## src/rtl/hpdcache_wb_fence_ctrl_pkg.sv

```systemverilog
// Shared types for the write-back HPDcache fence sequencer.
// CMO opcodes and the fence sequence states.
package hpdcache_wb_fence_ctrl_pkg;

  typedef enum logic [1:0] {
    FLUSH_ALL       = 2'd0,
    FLUSH_INVAL_ALL = 2'd1
  } cmo_op_t;

  typedef enum logic [2:0] {
    IDLE     = 3'd0,
    DRAIN    = 3'd1,
    CMO_REQ  = 3'd2,
    CMO_WAIT = 3'd3,
    ICACHE   = 3'd4,
    DONE     = 3'd5
  } fence_state_e;

endpackage

```

## src/rtl/hpdcache_wb_fence_ctrl.sv

```systemverilog
// FENCE / FENCE.I sequencer: drain stores, flush dcache,
// optionally flush icache, then ack the controller.
module hpdcache_wb_fence_ctrl
  import hpdcache_wb_fence_ctrl_pkg::*;
#(
  parameter logic        FlushOnFence      = 1'b1,
  parameter logic        InvalidateOnFlush = 1'b0,
  parameter int unsigned CntWidth          = 16
) (
  input  logic                clk_i,
  input  logic                rst_ni,
  input  logic                fence_req_i,
  input  logic                fence_i_i,
  input  logic                stb_empty_i,
  output logic                cmo_req_valid_o,
  input  logic                cmo_req_ready_i,
  output logic [1:0]          cmo_req_op_o,
  input  logic                cmo_rsp_valid_i,
  output logic                icache_flush_o,
  output logic                fence_ack_o,
  output logic                busy_o,
  output logic [CntWidth-1:0] last_cycles_o
);

  localparam cmo_op_t FlushOp =
    InvalidateOnFlush ? FLUSH_INVAL_ALL : FLUSH_ALL;

  fence_state_e        state_q, state_d;
  logic                is_fi_q;
  logic                start;
  logic [CntWidth-1:0] cnt_q;
  logic [CntWidth-1:0] cnt_inc;
  logic [CntWidth-1:0] last_q;

  // Saturating increment, shared by the counter and the snapshot
  assign cnt_inc = (&cnt_q) ? cnt_q : cnt_q + CntWidth'(1);

  always_ff @(posedge clk_i or negedge rst_ni) begin
    if (!rst_ni) begin
      state_q <= IDLE;
      is_fi_q <= 1'b0;
      cnt_q   <= '0;
      last_q  <= '0;
    end else begin
      state_q <= state_d;
      if (start) begin
        is_fi_q <= fence_i_i;
        cnt_q   <= '0;
      end else if (state_q != IDLE) begin
        cnt_q <= cnt_inc;
      end
      if (state_q == DONE) begin
        last_q <= cnt_inc;
      end
    end
  end

  always_comb begin
    state_d         = state_q;
    start           = 1'b0;
    cmo_req_valid_o = 1'b0;
    icache_flush_o  = 1'b0;
    fence_ack_o     = 1'b0;
    unique case (state_q)
      IDLE: begin
        if (fence_req_i) begin
          start   = 1'b1;
          state_d = DRAIN;
        end
      end
      DRAIN: begin
        if (stb_empty_i) begin
          state_d = (is_fi_q || FlushOnFence) ? CMO_REQ : DONE;
        end
      end
      CMO_REQ: begin
        cmo_req_valid_o = 1'b1;
        if (cmo_req_ready_i) begin
          state_d = CMO_WAIT;
        end
      end
      CMO_WAIT: begin
        if (cmo_rsp_valid_i) begin
          state_d = is_fi_q ? ICACHE : DONE;
        end
      end
      ICACHE: begin
        icache_flush_o = 1'b1;
        state_d        = DONE;
      end
      DONE: begin
        fence_ack_o = 1'b1;
        state_d     = IDLE;
      end
      default: state_d = IDLE;
    endcase
  end

  assign cmo_req_op_o  = cmo_req_valid_o ? FlushOp : FLUSH_ALL;
  assign busy_o        = (state_q != IDLE);
  assign last_cycles_o = last_q;

endmodule

```

## config.mk

```make
export PLATFORM = sky130hd
export DESIGN_NAME = hpdcache_wb_fence_ctrl
export DESIGN_NICKNAME = d
export VERILOG_FILES = /design/src/rtl/hpdcache_wb_fence_ctrl_pkg.sv /design/src/rtl/hpdcache_wb_fence_ctrl.sv
export SDC_FILE = /design/constraint.sdc
export NUM_CORES = 1
export LEC_CHECK = 0
export ABC_AREA = 1
export BUFFER_PORTS_ARGS = -buffer_cell sky130_fd_sc_hd__buf_2
export CAP_MARGIN = 20
export CORE_MARGIN = 2
export CORE_UTILIZATION = 25
export CTS_CLUSTER_DIAMETER = 100
export DETAILED_ROUTE_END_ITERATION = 8
export SYNTH_ARGS = -nofsm -noshare
export SYNTH_HDL_FRONTEND = slang
export SYNTH_SLANG_ARGS = --single-unit
export TNS_END_PERCENT = 50
```

## constraint.sdc

```tcl
create_clock -name clk_i -period 1.76 [get_ports clk_i]
set_clock_uncertainty 0.1 [all_clocks]
set_input_delay 0.528 -clock clk_i [delete_from_list [all_inputs] [get_ports clk_i]]
set_output_delay 0.528 -clock clk_i [all_outputs]
set_load 0.02 [all_outputs]
```

==> results.md, run 1 <==
* Status: finished with violations
* Failing checks: negative setup slack
* Async set-reset flop share out of synthesis at 100.0%
* Number of buffers added on ports at 26
* Worst path most repeated cell: buf_6
* CTS tree: built
* Clock Latency Late Sink at 0.29 ns
* Fin crit period at 1.855 ns
* Final core utilization at 32.35%
* Footprint of the multi-input gates at 979.7 um^2
* Simple-gate share of the synthesized area at 39.06%
* Max cap viols at 0
* Starting Density at 25.91%
* Compound-Gate Fraction of Synth Area at 5.313%
* Unique masters post-synth at 29
* Drt total wl at 4.700 mm
* Final Hold Fails at 0
* Clock slew at reported path FFs at 0.07 ns
* Top-count cell post-synth: nand2_1
* Post-synth top area share at 45.00%
* Number of synthesized flops with an enable pin at 0
* First-pass GRT wire length at 7.859 mm
* Critical path class: flip-flop to output port
* Mapped Cells at 270
* Main synth FF type: dfrtp_1
* XOR/XNOR Fraction of Synth Area at 2.188%
* Crit path capture type: output port
* YS warnings at 0
* Initial DRT Pass Iterations at 4
* Setup tns final at -0.2767 ns
* Hold WC Path Type: input port to async pin
* GRT Resource Usage Total at 11.41%
* Sequential element share of the synthesized area at 45.00%
* Die area at 0.008739 mm^2
* Fmax at 0.5390 GHz
* Required @ worst endpoint at 1.13 ns
* FF/Latch Area at 902.1 um^2
* Crit path cell chain: buf_6, nor3_4, buf_6
* Clk root buf: clkbuf_8
* Slew Viols, Final at 0
* Flop2flop setup slack at 0.07 ns
* Share of layout cells above drive strength 1 at 24.68%
* GRT Residual Overflow at 0
* Chip Width at 93.49 um
* Cell Area, Synth at 0.002002 mm^2
* Placed cell areas at 0.002283 mm^2
* CTS H-tree lvls at 2
* Number of antenna diodes at 0
* Layout area overhead at 24.88%
* CP peak stage delay at 0.45 ns
* Core footprint at 0.007727 mm^2
* Area contributors post-synth: dfrtp_1, nand2_1, nand3_1, nor2_1, inv_1
* Final hold slack at 0.08974 ns
* DPL Wire Length at 3.383 mm
* Worst Setup SP: state_q[1]
* CP Data Arrival Time at 1.23 ns
* Tcrit/Tclk final at 105.4%
* Largest net degree at the start of global routing at 37
* Initial antenna violation count at 0
* Cell Pwr Density at 1438 mW/mm^2
* Crit Path Max Fanout at 3
* Via/cell ratio at 4.237
* Post-route DRC at 0
* Synth area leader: dfrtp_1
* Drt wl/cell at 11.35 um
* R2r worst-path depth at 7
* DR iter-0 viols at 67
* RR Startpoint: state_q[1]
* Mux cell area share after synthesis at 0%
* Antenna Nets Post-Route at 0
* RSZ-0062 raised after global routing: yes
* Critical-path top delay cell: dfrtp_1
* Mapped Avg Cell Area at 7.415 um^2
* Die Y at 93.49 um
* Post-layout instance area at 0.002500 mm^2
* Nets at 319
* # IOs at 29
* CTS max path bufs at 2
* Reg-to-reg endpoint: last_cycles_o[7]
* Cell row count at 32
* DR vias at 1754
* Number of global-route vias before repair at 1661
* Worst ir drop on vdd at 600.6 uV
* Largest family of logic cells by synthesized area: simple AND/OR/NAND/NOR gates
* Total power at 3.594 mW
* Synth Register Bits at 36
* Hold buffer count at CTS at 0
* Post-synth top cells: nand2_1, dfrtp_1, nor2_1
* Synth Area in Adders at 0.6250%
* Fillers at 818
* Endpoints failing setup at 4
* Crit path launch type: flip-flop
* Inserted Clock Buffers at 5
* Leakage at 1.351 nW
* Gpl congestion at 0.8726
* Critical path endpoint: fence_ack_o
* Post-route worst setup slack at -0.09513 ns
* CTS sink count at 36
cells in the final DEF, fill, tap and decap left out, drive strengths merged:
cell type	synthesis	layout
buf	7	41
clkbuf	1	7
clkinvlp	0	1
conb	1	2
dfrtp	36	36
ha	1	1
inv	26	26
nand2	121	121
nand3	20	20
nand3b	2	2
nand4	3	3
nor2	26	26
nor3	1	1
o21ai	14	14
o21bai	4	4
o22ai	1	1
or2	1	1
xnor2	1	1
xor2	4	4
cell families (layout without fill, tap and decap cells):
logic type / after synthesis / count (layout)
adder cells (fa/ha/maj): 1 / 1
AND/OR/NAND/NOR: 174 / 174
buffers and inverters: 34 / 75
XOR/XNOR: 5 / 5
other: 1 / 2
AO/OA/AOI/OAI: 19 / 19
flip-flops: 36 / 36
timing repair:
item	4_1_cts	5_1_grt
pin swaps	3	3
setup endpoints to repair	4	10
gates resized for setup	12	8
buffers inserted	4	3
metrics by stage:
| step | cells | setup WS, ns |
|---|---|---|
| 2_1_floorplan | 271 | 0.07150 |
| 3_3_place_gp | 399 | 0.1017 |
| 3_5_place_dp | 399 | 0.07862 |
| 4_1_cts | 411 | -0.1089 |
| 5_1_grt | 414 | -0.1386 |
| 6_report | 414 | -0.09513 |
final cells by class:
class                   instances  share of cell area, %
repair buffers                 41                  11.86
flip-flops and latches         36                  36.09
clock buffers                   7                  3.453
well taps                     102                  5.105
multi-input cells             201                  39.19
clock inverters                 1                 0.3003
inverters                      26                  4.004
worst max-delay path: cells and delay by family (launching register included):
family / cells / cell delay (ns)
buf+inv: 2 / 0.31
flops: 1 / 0.45
simple gates: 1 / 0.18
per-layer routing:
metal	track usage [%]	routed length, um	vias up
met1	14.44	2167	806
met2	18.35	2234	29
met4	4.167	67	0
met5	0	0	-
met3	3.465	231	7
li1	-	-	912
worst min path at each step:
stage,startpoint,end,cells after the start
after floorplan,rst_ni,cnt_q[0],0
after global placement,last_cycles_o[13],last_cycles_o[13],2
after detailed placement,last_cycles_o[12],last_cycles_o[12],2
after CTS,rst_ni,last_cycles_o[12],2
after global routing,rst_ni,cnt_q[12],2
final,rst_ni,last_cycles_o[15],2
where the power goes:
group | switching [mW] | internal, mW | leakage, nW
registers | 0.195 | 1.10 | 0.479
logic | 1.02 | 0.662 | 0.827
clock network | 0.305 | 0.318 | 0.0445
flip-flops by register name, summed over array words and instances (netlist names):
register and count:
is_fi_q 1, last_cycles_o 16, cnt_q 16, state_q 3
No activity file was read; power rests on OpenSTA's default activity.
==> run 2, diff against run 1 <==
PLACE_DENSITY_LB_ADDON = 0.12   (was default)
==> results.md, run 2 (same netlist as run 1, synthesis figures left out) <==
* Clock Latency Late Sink at 0.29 ns (about the same)
* DR iter-0 viols at 43 (-36%)
* Endpoints failing setup at 4 (unchanged)
* Clock slew at reported path FFs at 0.07 ns (about the same)
* Max cap viols at 0 (unchanged)
* CP peak stage delay at 0.43 ns (-0.02 ns)
* Drt wl/cell at 12.31 um (+8.4%)
* CTS sink count at 36 (unchanged)
* DPL Wire Length at 3.574 mm (+5.6%)
* Initial antenna violation count at 0 (unchanged)
* Hold WC Path Type: input port to async pin
* Core footprint at 0.007727 mm^2 (unchanged)
* Failing checks: negative setup slack
* Largest net degree at the start of global routing at 37 (unchanged)
* Post-route DRC at 0 (unchanged)
* CTS H-tree lvls at 2 (unchanged)
* Inserted Clock Buffers at 5 (unchanged)
* Required @ worst endpoint at 1.13 ns (about the same)
* CTS max path bufs at 2 (unchanged)
* Flop pwr share at 36.1% (about the same)
* GRT Residual Overflow at 0 (unchanged)
* Critical path class: flip-flop to output port
* Placed cell areas at 0.002298 mm^2 (+0.66%)
* Combinational Power Share at 46.1% (-0.6 points)
* Most frequent cells in the layout: nand2_1, dfrtp_1, buf_2
* Sw Share at 42.35% (+0.19 points)
* Worst ir drop on vdd at 572.5 uV (-4.7%)
* Antenna Nets Post-Route at 0 (unchanged)
* Psw at 1.503 mW (-0.81%)
* Number of global-route vias before repair at 1786 (+7.5%)
* Post-placement setup slack at 0.06809 ns (-0.01053 ns)
* Number of buffers added on ports at 26 (unchanged)
* First-pass GRT wire length at 8.687 mm (+11%)
* Chip Width at 93.49 um (unchanged)
* CP Data Arrival Time at 1.21 ns (-0.02 ns)
* Cell row count at 32 (unchanged)
* Final core utilization at 32.04% (-0.31 points)
* Die area at 0.008739 mm^2 (unchanged)
* Die Y at 93.49 um (unchanged)
* Final Hold Fails at 0 (unchanged)
* Slew Viols, Final at 0 (unchanged)
* DR vias at 1747 (-0.40%)
* Fmax at 0.5435 GHz (+0.83%)
* Crit path launch type: flip-flop
* Power share of the clock group at 17.7% (+0.4 points)
* Gpl congestion at 0.7782 (-11%)
* Initial DRT Pass Iterations at 4 (unchanged)
* R2r worst-path depth at 8 (+1)
* Leakage at 1.345 nW (-0.42%)
* Drt total wl at 5.083 mm (+8.1%)
* CTS tree: built
* Final hold slack at 0.09527 ns (+0.005531 ns)
* RSZ-0062 raised after global routing: yes
* Layout area overhead at 23.69%
* Tcrit/Tclk final at 104.5% (-0.87 points)
* Via/cell ratio at 4.230 (-0.16%)
* Crit path capture type: output port
* Clk root buf: clkbuf_8
* Number of antenna diodes at 0 (unchanged)
* Post-layout instance area at 0.002476 mm^2 (-0.95%)
* Share of layout cells above drive strength 1 at 23.79% (-0.89 points)
* Critical-path top delay cell: dfrtp_1
* Nets at 318 (-0.31%)
* Crit path cell chain: nor2_4, inv_2, nor2_4, inv_2, buf_6
* Most common cell after layout, fill and taps aside: nand2_1
* Post-route worst setup slack at -0.07985 ns (+0.01529 ns)
* # IOs at 29 (unchanged)
* Starting Density at 25.91% (unchanged)
* GRT Resource Usage Total at 12.82% (+1.4 points)
* Crit Path Max Fanout at 3 (unchanged)
* P_int at 2.046 mW (-1.6%)
* Status: finished with violations
* Fin crit period at 1.840 ns (-0.01529 ns)
* Cell Pwr Density at 1433 mW/mm^2 (-0.30%)
==> run 2: cell count changes in the layout (fill, tap and decap cells not counted), sizes merged <==
cell and change:
buf -1, clkbuf +1, clkinvlp -1
==> run 2: layout make-up <==
class | instances | area (um^2)
clock buffers | 8 | 90.09
fillers | 840 | 5251
inverters | 26 | 102.6
multi-input cells | 201 | 977.2
flip-flops and latches | 36 | 902.1
well taps | 102 | 127.6
repair buffers | 40 | 276.5
==> run 2: worst paths after layout <==
check                      slack [ns]                end              start
min reg2reg                      0.38  last_cycles_o[13]  last_cycles_o[13]
max in group asynchronous        1.27         state_q[1]             rst_ni
min in group clk_i               0.38            is_fi_q          fence_i_i
max                             -0.08             busy_o         state_q[0]
max reg2reg                      0.16           cnt_q[6]           cnt_q[0]
min                               0.1   last_cycles_o[1]             rst_ni
==> run 2: worst max-delay path: cells and delay by family (launching register included) <==
kind          cells  cell delay, ns
flops             1            0.43
simple gates      2            0.23
buf+inv           3            0.27
==> run 2: repair_timing <==
item	4_1_cts	5_1_grt
gates resized for setup	12	9
pin swaps	2	0
setup endpoints to repair	4	20
buffers inserted	4	1
hold buffers	0	0
hold endpoints to repair	0	0
==> run 2: routing by layer <==
metal / part of all wire, % / vias to the layer above / track usage, % / routed length [um]
li1: - / 914 / - / -
met1: 48 / 797 / 16.91 / 2443
met2: 46 / 31 / 21.04 / 2363
met3: 4.3 / 5 / 2.659 / 220
met4: 1.1 / 0 / 3.922 / 55
met5: 0 / - / 0 / 0
==> run 2: per-stage QoR <==
step / setup TNS, ns / power [mW] / std cells
global placement: 0 / 2.759 / 401
finish: -0.1723 / 3.549 / 413
floorplan: 0 / 2.258 / 271
CTS: -0.3320 / 3.547 / 413
global route: -0.4440 / 3.843 / 413
detailed placement: 0 / 2.768 / 401
==> run 2: power by group through the flow <==
stage	Combinational, mW	Sequential [mW]	Clock, mW
5_1_grt	1.83	1.32	0.690
4_1_cts	1.60	1.29	0.665
3_3_place_gp	1.46	1.30	0
3_5_place_dp	1.47	1.30	0
6_report	1.64	1.28	0.630
2_1_floorplan	0.758	1.50	0
==> run 3, diff against run 2 <==
CORE_UTILIZATION = 30   (was 25)
==> results.md, run 3 (same netlist as run 1, synthesis figures left out) <==
* Worst Setup SP: state_q[1]
* Crit path capture type: output port
* Max cap viols at 0 (unchanged)
* GRT Resource Usage Total at 14.14% (+1.3 points)
* CP peak stage delay at 0.46 ns (+0.03 ns)
* Endpoints failing setup at 4 (unchanged)
* Via/cell ratio at 4.473 (+5.7%)
* DPL Wire Length at 3.356 mm (-6.1%)
* Drt wl/cell at 12.17 um (-1.1%)
* Number of antenna diodes at 0 (unchanged)
* Die area at 0.007343 mm^2 (-16%)
* Number of buffers added on ports at 26 (unchanged)
* Crit Path Max Fanout at 4 (+1)
* Crit path launch type: flip-flop
* Leakage at 1.353 nW (+0.61%)
* Number of global-route vias before repair at 1713 (-4.1%)
* DR vias at 1731 (-0.92%)
* Post-route worst setup slack at -0.07176 ns (+0.008086 ns)
* Cell row count at 29 (-9.4%)
* CTS tree: built
* Clock Latency Late Sink at 0.29 ns (about the same)
* CTS H-tree lvls at 2 (unchanged)
* Flop pwr share at 35.2% (-0.9 points)
* CTS sink count at 36 (unchanged)
* Fin crit period at 1.832 ns (-0.008086 ns)
* Hold WC Path Type: input port to async pin
* Cell Pwr Density at 1494 mW/mm^2 (+4.2%)
* Worst Path Buf+Inv at 3 (unchanged)
* P_int at 2.193 mW (+7.2%)
* Inserted Clock Buffers at 5 (unchanged)
* Critical-path top delay cell: dfrtp_2
* Largest net degree at the start of global routing at 37 (unchanged)
* RSZ-0062 raised after global routing: yes
* Layout area overhead at 22.75%
* Top Family by Delay on Critical Path: flip-flops
* Most frequent cells in the layout: nand2_1, dfrtp_1, buf_2
* RR Startpoint: cnt_q[0]
* Clock slew at reported path FFs at 0.08 ns (about the same)
* GRT Residual Overflow at 0 (unchanged)
* CP Data Arrival Time at 1.20 ns (about the same)
* # IOs at 29 (unchanged)
* Total power at 3.672 mW (+3.4%)
* Nets at 317 (-0.31%)
* Antenna Nets Post-Route at 0 (unchanged)
* Initial antenna violation count at 0 (unchanged)
* Psw at 1.478 mW (-1.7%)
* Most common cell after layout, fill and taps aside: nand2_1
* Required @ worst endpoint at 1.13 ns (about the same)
* Worst ir drop on vdd at 655.0 uV (+14%)
* Final Hold Fails at 0 (unchanged)
* Drt total wl at 4.710 mm (-7.3%)
* First-pass GRT wire length at 8.204 mm (-5.6%)
* Die Y at 85.69 um (-8.3%)
* Gpl congestion at 0.7853 (+0.91%)
* Slew Viols, Final at 0 (unchanged)
* Starting Density at 31.35% (+5.4 points)
* Core footprint at 0.006386 mm^2 (-17%)
* Tcrit/Tclk final at 104.1% (-0.46 points)
* Crit path cell chain: nor2_4, inv_2, nor2_4, inv_2, buf_6
* Post-placement setup slack at 0.1384 ns (+0.07035 ns)
* Chip Width at 85.69 um (-8.3%)
* Power share of the clock group at 22.1% (+4.4 points)
* Clk root buf: clkbuf_8
* CTS max path bufs at 2 (unchanged)
* Sw Share at 40.26% (-2.1 points)
* Share of layout cells above drive strength 1 at 24.19% (+0.40 points)
* Post-route DRC at 0 (unchanged)
* Failing checks: negative setup slack
* Initial DRT Pass Iterations at 4 (unchanged)
* Critical path class: flip-flop to output port
* DR iter-0 viols at 89 (+110%)
* Combinational Power Share at 42.8% (-3.3 points)
* Status: finished with violations
* Fmax at 0.5459 GHz (+0.44%)
[run 3: changes by cell type in the layout (fill, tap and decap cells not counted), sizes merged]
cell / before / now
bufinv: 0 / 1
buf: 40 / 39
clkbuf: 8 / 7
[run 3: area by class of cell]
| type | instances | area, um^2 |
|---|---|---|
| clock inverters | 1 | 30.03 |
| well taps | 77 | 96.34 |
| multi-input cells | 201 | 969.7 |
| inverters | 26 | 100.1 |
| fillers | 692 | 3929 |
| repair buffers | 39 | 261.5 |
| clock buffers | 7 | 96.34 |
| flip-flops and latches | 36 | 903.4 |
[run 3: power by group through the flow]
stage	logic, mW	clock network, mW	registers [mW]
4_1_cts	1.55	0.839	1.28
5_1_grt	1.75	0.873	1.33
3_5_place_dp	1.47	0	1.30
2_1_floorplan	0.758	0	1.50
3_3_place_gp	1.48	0	1.29
6_report	1.57	0.810	1.29
[run 3: metal layers]
layer	global-route usage [%]	vias up	wire, um
met5	0	-	0
met4	4.185	0	17
met3	3.080	2	179
met2	23.22	32	2177
met1	18.72	787	2335
li1	-	910	-
[run 3: through the flow]
stage | cells | TNS, ns | hold WS [ns] | util (%) | instance area [um^2]
after floorplan | 271 | 0 | 0.1324 | - | 2006
after global placement | 376 | 0 | 0.3644 | 35.50 | 2267
after detailed placement | 376 | 0 | 0.3673 | 35.50 | 2267
after CTS | 387 | -0.2124 | 0.09014 | 38.17 | 2437
after global routing | 387 | -0.4187 | 0.1125 | 38.48 | 2457
final | 387 | -0.1929 | 0.09023 | 38.48 | 2457
[run 3: worst paths after layout]
path                       slack, ns           endpoint  depth (start not counted)
min in group clk_i              0.37            is_fi_q                          3
min reg2reg                     0.38  last_cycles_o[14]                          2
max reg2reg                     0.18   last_cycles_o[0]                         10
max                            -0.07             busy_o                          5
min                             0.09   last_cycles_o[6]                          2
max in group asynchronous       1.27         state_q[1]                          2
[run 3: what timing repair did]
item	CTS	global route
pin swaps	1	2
gates cloned	0	0
setup buffers	3	0
gates resized for setup	10	6
hold buffers	0	0
setup endpoints to repair	4	4
